===== src/rtl/s1_arduino_pkg.sv =====
// rtl/s1_arduino_pkg.sv - shared state codes, byte layout and candidate byte builder
package s1_arduino_pkg;

    typedef enum logic [2:0] {
        OCIOSO  = 3'd0,
        CARREGA = 3'd1,
        INICIO  = 3'd2,
        DADOS   = 3'd3,
        PARADA  = 3'd4
    } estado_t;

    localparam logic [7:0] BYTE_DESLIGADO = 8'h00;
    localparam int         BIT_SELECAO    = 7;
    localparam int         BIT_ATIVO      = 6;

    // Inactive game always maps to the "all off" byte so the Arduino gets blanked.
    function automatic logic [7:0] montaByte(
        input logic       ativo,
        input logic       selMemoria,
        input logic [3:0] nota,
        input logic [3:0] botoes
    );
        logic [7:0] b;
        b = BYTE_DESLIGADO;
        if (ativo) begin
            b[BIT_SELECAO] = selMemoria;
            b[BIT_ATIVO]   = 1'b1;
            b[3:0]         = selMemoria ? nota : botoes;
        end
        return b;
    endfunction

endpackage


===== src/rtl/s1_gerador_baud.sv =====
// rtl/s1_gerador_baud.sv - bit-period counter with one-cycle end-of-bit tick
module s1_gerador_baud #(
    parameter int DIVISOR = 434
) (
    input  logic clock,
    input  logic reset,
    input  logic clear,
    input  logic enable,
    output logic tick
);
    localparam int             W      = (DIVISOR > 1) ? $clog2(DIVISOR) : 1;
    localparam logic [W-1:0]   ULTIMO = W'(DIVISOR - 1);

    logic [W-1:0] contagem;

    assign tick = enable && (contagem == ULTIMO);

    always_ff @(posedge clock or negedge reset) begin
        if (!reset) begin
            contagem <= '0;
        end else if (clear) begin
            contagem <= '0;
        end else if (enable) begin
            contagem <= tick ? '0 : contagem + W'(1);
        end
    end

endmodule


===== src/rtl/s1_envio_arduino.sv =====
// rtl/s1_envio_arduino.sv - sends note/button byte to the Arduino over 8N1 UART on change
module s1_envio_arduino
    import s1_arduino_pkg::*;
#(
    parameter int CLK_HZ = 50000000,
    parameter int BAUD   = 115200
) (
    input  logic       clock,
    input  logic       reset,
    input  logic       activateArduino,
    input  logic       sel_memoria_arduino,
    input  logic [3:0] nota,
    input  logic [3:0] botoes,
    output logic       tx,
    output logic       ocupado,
    output logic       enviado,
    output logic [2:0] db_estado
);
    localparam int DIVISOR = CLK_HZ / BAUD;

    estado_t    estado, proximo;
    logic [7:0] candidato;
    logic [7:0] ultimo;
    logic [7:0] deslocamento;
    logic [2:0] indiceBit;
    logic       fimBit;
    logic       limpaBaud;
    logic       habilitaBaud;

    assign candidato = montaByte(activateArduino, sel_memoria_arduino, nota, botoes);
    assign db_estado = estado;

    s1_gerador_baud #(.DIVISOR(DIVISOR)) gerador (
        .clock  (clock),
        .reset  (reset),
        .clear  (limpaBaud),
        .enable (habilitaBaud),
        .tick   (fimBit)
    );

    always_ff @(posedge clock or negedge reset) begin
        if (!reset) begin
            estado <= OCIOSO;
        end else begin
            estado <= proximo;
        end
    end

    // Only the byte captured in CARREGA is sent; later input changes wait for OCIOSO.
    always_ff @(posedge clock or negedge reset) begin
        if (!reset) begin
            ultimo       <= BYTE_DESLIGADO;
            deslocamento <= 8'h00;
            indiceBit    <= 3'd0;
        end else if (estado == CARREGA) begin
            ultimo       <= candidato;
            deslocamento <= candidato;
            indiceBit    <= 3'd0;
        end else if (estado == DADOS && fimBit) begin
            deslocamento <= deslocamento >> 1;
            indiceBit    <= indiceBit + 3'd1;
        end
    end

    always_comb begin
        proximo      = estado;
        tx           = 1'b1;
        ocupado      = 1'b0;
        enviado      = 1'b0;
        limpaBaud    = 1'b0;
        habilitaBaud = 1'b0;
        case (estado)
            OCIOSO: begin
                limpaBaud = 1'b1;
                if (candidato != ultimo) proximo = CARREGA;
            end
            CARREGA: begin
                ocupado   = 1'b1;
                limpaBaud = 1'b1;
                proximo   = INICIO;
            end
            INICIO: begin
                ocupado      = 1'b1;
                tx           = 1'b0;
                habilitaBaud = 1'b1;
                if (fimBit) proximo = DADOS;
            end
            DADOS: begin
                ocupado      = 1'b1;
                tx           = deslocamento[0];
                habilitaBaud = 1'b1;
                if (fimBit && indiceBit == 3'd7) proximo = PARADA;
            end
            PARADA: begin
                ocupado      = 1'b1;
                habilitaBaud = 1'b1;
                if (fimBit) begin
                    enviado = 1'b1;
                    proximo = OCIOSO;
                end
            end
            default: proximo = OCIOSO;
        endcase
    end

endmodule

===== config.mk =====
export PLATFORM = sky130hd
export DESIGN_NAME = s1_envio_arduino
export DESIGN_NICKNAME = d
export VERILOG_FILES = /design/src/rtl/s1_arduino_pkg.sv /design/src/rtl/s1_gerador_baud.sv /design/src/rtl/s1_envio_arduino.sv
export SDC_FILE = /design/constraint.sdc
export NUM_CORES = 1
export LEC_CHECK = 0
export BUFFER_PORTS_ARGS = -buffer_cell sky130_fd_sc_hd__buf_4
export CAP_MARGIN = 30
export CORE_AREA = 2 2 59 61
export CTS_CLUSTER_SIZE = 28
export DETAILED_ROUTE_END_ITERATION = 16
export DIE_AREA = 0 0 61 63
export PLACE_DENSITY = 0.73
export SLEW_MARGIN = 20
export SYNTH_ARGS = -nofsm -noshare
export SYNTH_HDL_FRONTEND = slang
export SYNTH_SLANG_ARGS = --single-unit

===== constraint.sdc =====
create_clock -name clock -period 1.5 [get_ports clock]
set_clock_uncertainty 0.1 [all_clocks]
set_input_delay 0.3 -clock clock [delete_from_list [all_inputs] [get_ports clock]]
set_output_delay 0.3 -clock clock [all_outputs]
set_load 0.005 [all_outputs]

After elaboration in Yosys (flattened, before gate mapping)
Index checks and enable logic that the tools add are counted.

Div/mod/pow operators: 0. Shifts and indexed selects: 0. $add $sub $neg: 2. Mux-type cells: 21. $mul: 0. Eq/ne operators: 11. Bitwise logic cells: 0. Reductions and logical operators: 10. Order comparisons: 0.

Operator list (number): $mux 9 (3); $mux 3 (6); $mux 8 (2); $pmux 3 s5 (1); $add 9x1->9 const B (1); $eq 9x9->1 const B (1); $mux 4 (2); $eq 3x2->1 const B (2); $eq 3x3->1 const B (2); $ne 2x2->1 const B (3); $ne 6x6->1 (1); $mux 1 (5); $reduce_and 4->1 (1); $reduce_bool 2->1 (2); $reduce_or 4->1 (1); $add 3x1->3 const B (1); $eq 3x1->1 const B (1); $logic_and 1x1->1 (3); $logic_not 3->1 (1); $reduce_or 3->1 (1); $mux 2 (1); $ne 2x1->1 const B (1); $pmux 1 s2 (1); $reduce_or 2->1 (1).

Output and inout port bits: 6. ROM bits: 0. Memories: 0. Bits in latches: 0. Input bits: 12. RAM bits: 0. Register bits after elaboration: 29.

Logic depth before layout (Yosys ltp)
Depth after elaboration: 7. Gate-level depth with buffers: 7.

Modules after synthesis
Synthesis repeated with hierarchy kept, for this count alone.

Cell total of the unflattened synthesis: 157. Area, all modules: 1556.5 sq um.

Modules (own cells, without submodules): s1_envio_arduino (instances 1, sequential area each 500.5 sq um, area each 1038.5 sq um, cells an instance 105); s1_gerador_baud (instances 1, sequential area each 225.2 sq um, area each 518.0 sq um, cells an instance 52).

Worst setup path before layout
Ideal clock, no wire load.

Kind: register -> register. From: reg gerador.contagem[1]. To: reg deslocamento[0]. Setup slack: -214 ps. Clock period less this slack: 1714 ps. Buffers on the path: 0. Stages on the path, launching flop included: 7. Setup time: 126 ps. Data arrival time: 1488 ps. Cells stage by stage: dfrtp_1 -> inv_1 -> ha_1 -> nand4b_4 -> or2_1 -> a21o_1 -> a221o_1.

Word-level cells in the longest chain between the ends: 4.

RTL lines: start, declared (RTL line s1_gerador_baud.sv:14) `logic [W-1:0] contagem;`; start signal, assigned (RTL line s1_gerador_baud.sv:24) `contagem <= tick ? '0 : contagem + W'(1);`; $eq 9x9->1 (RTL line s1_gerador_baud.sv:16) `assign tick = enable && (contagem == ULTIMO);`; $logic_and 1x1->1 (RTL line s1_gerador_baud.sv:16); $logic_and 1x1->1 (RTL line s1_envio_arduino.sv:59) `end else if (estado == DADOS && fimBit) begin`; $reduce_bool 2->1 (no line); end signal, assigned (RTL line s1_envio_arduino.sv:57) `deslocamento <= candidato;`; end signal, assigned (RTL line s1_envio_arduino.sv:60) `deslocamento <= deslocamento >> 1;`; end, declared (RTL line s1_envio_arduino.sv:24) `logic [7:0] deslocamento;`.

No other way between the ends. A chain may end at the register's enable or synchronous reset.

Final worst setup path
From: reg gerador.contagem[1]. To: out enviado.

Word-level cells in the longest chain between the ends: 4.

RTL lines: $eq 9x9->1 (RTL line s1_gerador_baud.sv:16); $logic_and 1x1->1 (RTL line s1_gerador_baud.sv:16); $mux 1 (RTL line s1_envio_arduino.sv:97) `if (fimBit) begin`; $mux 1 (RTL line s1_envio_arduino.sv:72) `case (estado)`; end, declared (RTL line s1_envio_arduino.sv:16) `output logic enviado,`.

No other way between the ends.

==> impl_metrics.env <==
export IMPL_outcome="complete, but fails checks"
export IMPL_violations="setup timing"
export IMPL_yosysSeqAreaShare_pct=46.1
export IMPL_worstPathRequired_ns=1.10
export IMPL_synth_enable_flop_cells=0
export IMPL_crit_chain="inv_2 > ha_4 > nand4b_4 > or2_4 > nor2_2 > buf_4"
export IMPL_crit_type="flip-flop to primary output"
export IMPL_syn_area_per_cell_sq_um=10.0
export IMPL_cts_root_buf="clkbuf_4"
export IMPL_gp_congestion=0.867
export IMPL_drive_above_1_share_pct=44.1
export IMPL_synthArstFlopShare_pct=100
export IMPL_first_iter_violations=77
export IMPL_die_y_um=63
export IMPL_clkLatencyLatePin_ns=0.35
export IMPL_peakVddDrop_v=0.000510
export IMPL_clock_fmax_mhz=521
export IMPL_nets=238
export IMPL_pwr_share_clk_pct=41.0
export IMPL_vias_per_cell=5.47
export IMPL_p_comb_share_pct=6.4
export IMPL_ant_nets=0
export IMPL_switching_share_pct=23.2
export IMPL_drv_slew=0
export IMPL_cts_buffers_inserted=5
export IMPL_grt_usage_pct=24.4
export IMPL_n_fill_cell=223
export IMPL_switching_power_mw=0.358
export IMPL_cp_max_fo=2
export IMPL_yosys_warnings=0
export IMPL_cp_top_family="flip-flops"
export IMPL_via_count=1466
export IMPL_worst_pin_slew_ns=0.384
export IMPL_fp_dieW_um=61
export IMPL_whs_ns=0.185
export IMPL_n_antenna_cell=0
export IMPL_critical_path_slowest_cell="dfrtp_1"
export IMPL_grt_max_degree=30
export IMPL_cts_num_sinks=29
export IMPL_ys_ff_latch=29
export IMPL_layout_commonest_cell="buf_4"
export IMPL_crit_buf_inv=2
export IMPL_first_global_vias=1489
export IMPL_p_int_mw=1.19
export IMPL_synth_nets=173
export IMPL_maxCapViolCount=0
export IMPL_drt_wl_total_um=4450
export IMPL_yosys_area_top_type_share_pct=46.1
export IMPL_rsz0062_at_grt="true"
export IMPL_p_leak_nw=1.14
export IMPL_ys_top_cells_by_area="dfrtp_1, nand2_1, xor2_1"
export IMPL_die_area_sq_mm=0.00384
export IMPL_grt_pass1_wl_um=6830
export IMPL_finalCritPeriodShare_pct=128
export IMPL_synthFlopType="dfrtp_1"
export IMPL_startpoint_type="flip-flop"
export IMPL_setup_viol=28
export IMPL_maxSlewHeadroom_pct=74.4
export IMPL_place_ws_ns=-0.253
export IMPL_htreeDepth=2
export IMPL_p_per_area_mw_per_mm2=663
export IMPL_cts_buffer_depth=2
export IMPL_cts_tree="done"
export IMPL_worstSetupEndpointType="primary output"
export IMPL_rows=21
export IMPL_timing_final_ws_setup_ns=-0.421
export IMPL_ys_types=43
export IMPL_ioPinCount=18
export IMPL_io_buffers=17
export IMPL_synth_area_sq_mm=0.00157
export IMPL_period_needed_ns=1.92
export IMPL_area_delta_synth_final_pct=48.5
export IMPL_slowest_delay_ns=0.42
export IMPL_clk_pin_slew_worst_paths_ns=0.10
export IMPL_grt_overflow=0
export IMPL_hold_viol_final=0
export IMPL_start_util_pct=48.7
export IMPL_layout_common_cells="buf_4, dfrtp_1, buf_6, nand2_1, nor2_1"
export IMPL_dp_hpwl_um=2550
export IMPL_synth_top_cell_by_area="dfrtp_1"
export IMPL_grt_antenna_before_repair=0
export IMPL_wl_per_cell_um=16.6
export IMPL_crit_arrival_ns=1.52
export IMPL_seqPwrFrac_pct=52.6
export IMPL_dr_pass1_iters=4
export IMPL_worstHoldPathType="input pin to flip-flop"
export IMPL_syn_inst=157
export IMPL_core_area_sq_mm=0.00323
export IMPL_drc=0
worst reg2reg max path, cell delays in order (launching register included):
cell      delay, ns
dfrtp_1        0.42
inv_2          0.08
ha_4           0.14
nand4b_4       0.09
buf_4          0.14
buf_6          0.11
buf_6          0.11
o31a_1         0.26
o22ai_2        0.14
buf_6          0.16
nor2_1         0.05
flip-flops by register name, summed over array words and instances, names as in the netlist:
| name | flops |
|---|---|
| db_estado | 3 |
| deslocamento | 8 |
| gerador.contagem | 9 |
| indiceBit | 3 |
| ultimo | 6 |
cell type report:
cell class / instances / area (sq um) / share of cell area, %
clock buffers: 5 / 37.5 / 1.61
clock inverters: 2 / 35.0 / 1.50
inverters: 5 / 18.8 / 0.803
multi-input cells: 116 / 906 / 38.8
flip-flops and latches: 29 / 727 / 31.1
well taps: 46 / 57.6 / 2.46
repair buffers: 65 / 554 / 23.7
Yosys cell counts (2+ instances only):
cell,n
a21o_1,3
a21oi_1,4
a22o_1,3
and3_1,6
buf_2,3
clkbuf_1,3
dfrtp_1,29
ha_1,4
inv_1,5
mux2_2,4
mux2i_1,5
nand2_1,18
nand3_1,2
nand4_1,4
nor2_1,14
nor3_1,4
o211ai_1,2
o21ai_0,9
o31a_1,2
or2_1,2
or3_1,3
xor2_1,7
metal layers:
metal	track usage, %	wire (um)	vias to the layer above
li1	-	-	693
met1	27.1	1700	720
met2	41.3	2400	36
met3	6.83	162	17
met4	12.2	177	0
met5	0	0	-
worst paths after layout:
| check | startpoint | to | slack (ns) | depth (start not counted) |
|---|---|---|---|---|
| min in group asynchronous | reset | db_estado[1] | 0.31 | 2 |
| max | gerador.contagem[1] | enviado | -0.42 | 6 |
| min | activateArduino | ultimo[2] | 0.19 | 3 |
| max in group asynchronous | reset | db_estado[1] | 0.70 | 2 |
| max reg2reg | gerador.contagem[1] | gerador.contagem[4] | -0.41 | 10 |
| min reg2reg | deslocamento[7] | deslocamento[7] | 0.41 | 1 |
power groups by stage:
| stage | logic [mW] | registers [mW] | clock network (mW) |
|---|---|---|---|
| global placement | 0.0927 | 0.827 | 0 |
| CTS | 0.0994 | 0.814 | 0.635 |
| floorplan | 0.0494 | 0.825 | 0 |
| global route | 0.112 | 0.816 | 0.674 |
| finish | 0.0986 | 0.814 | 0.635 |
| detailed placement | 0.0959 | 0.828 | 0 |
cells by family (layout without fill, tap and decap cells):
family	after synthesis	in the layout	share of synthesized area, %
flip-flops	29	29	46.1
XOR/XNOR	8	8	4.46
multiplexers	9	9	6.05
AND/OR/NAND/NOR	61	61	21.6
adder cells (fa/ha/maj)	4	4	3.18
buffers and inverters	12	77	3.34
AO/OA/AOI/OAI	34	34	15.2
through the flow:
step / cells / total power, mW / instance area [sq um] / util [%] / setup TNS, ns
6_report: 268 / 1.55 / 2340 / 72.3 / -7.96
5_1_grt: 268 / 1.60 / 2340 / 72.3 / -9.18
4_1_cts: 264 / 1.55 / 2240 / 69.2 / -5.78
3_5_place_dp: 244 / 0.924 / 1960 / 60.5 / -3.18
3_3_place_gp: 244 / 0.920 / 1960 / 60.5 / -2.51
2_1_floorplan: 157 / 0.874 / 1570 / - / -2.20
repair_timing:
item                       in CTS  in global routing
pin swaps                       8                  2
buffers inserted               11                  4
setup endpoints to repair      25                 33
gates resized for setup        31                 17
hold buffers                    1                  0
gates cloned                    1                  0
hold endpoints to repair       29                  0
Power figures use the tool's default switching activity.
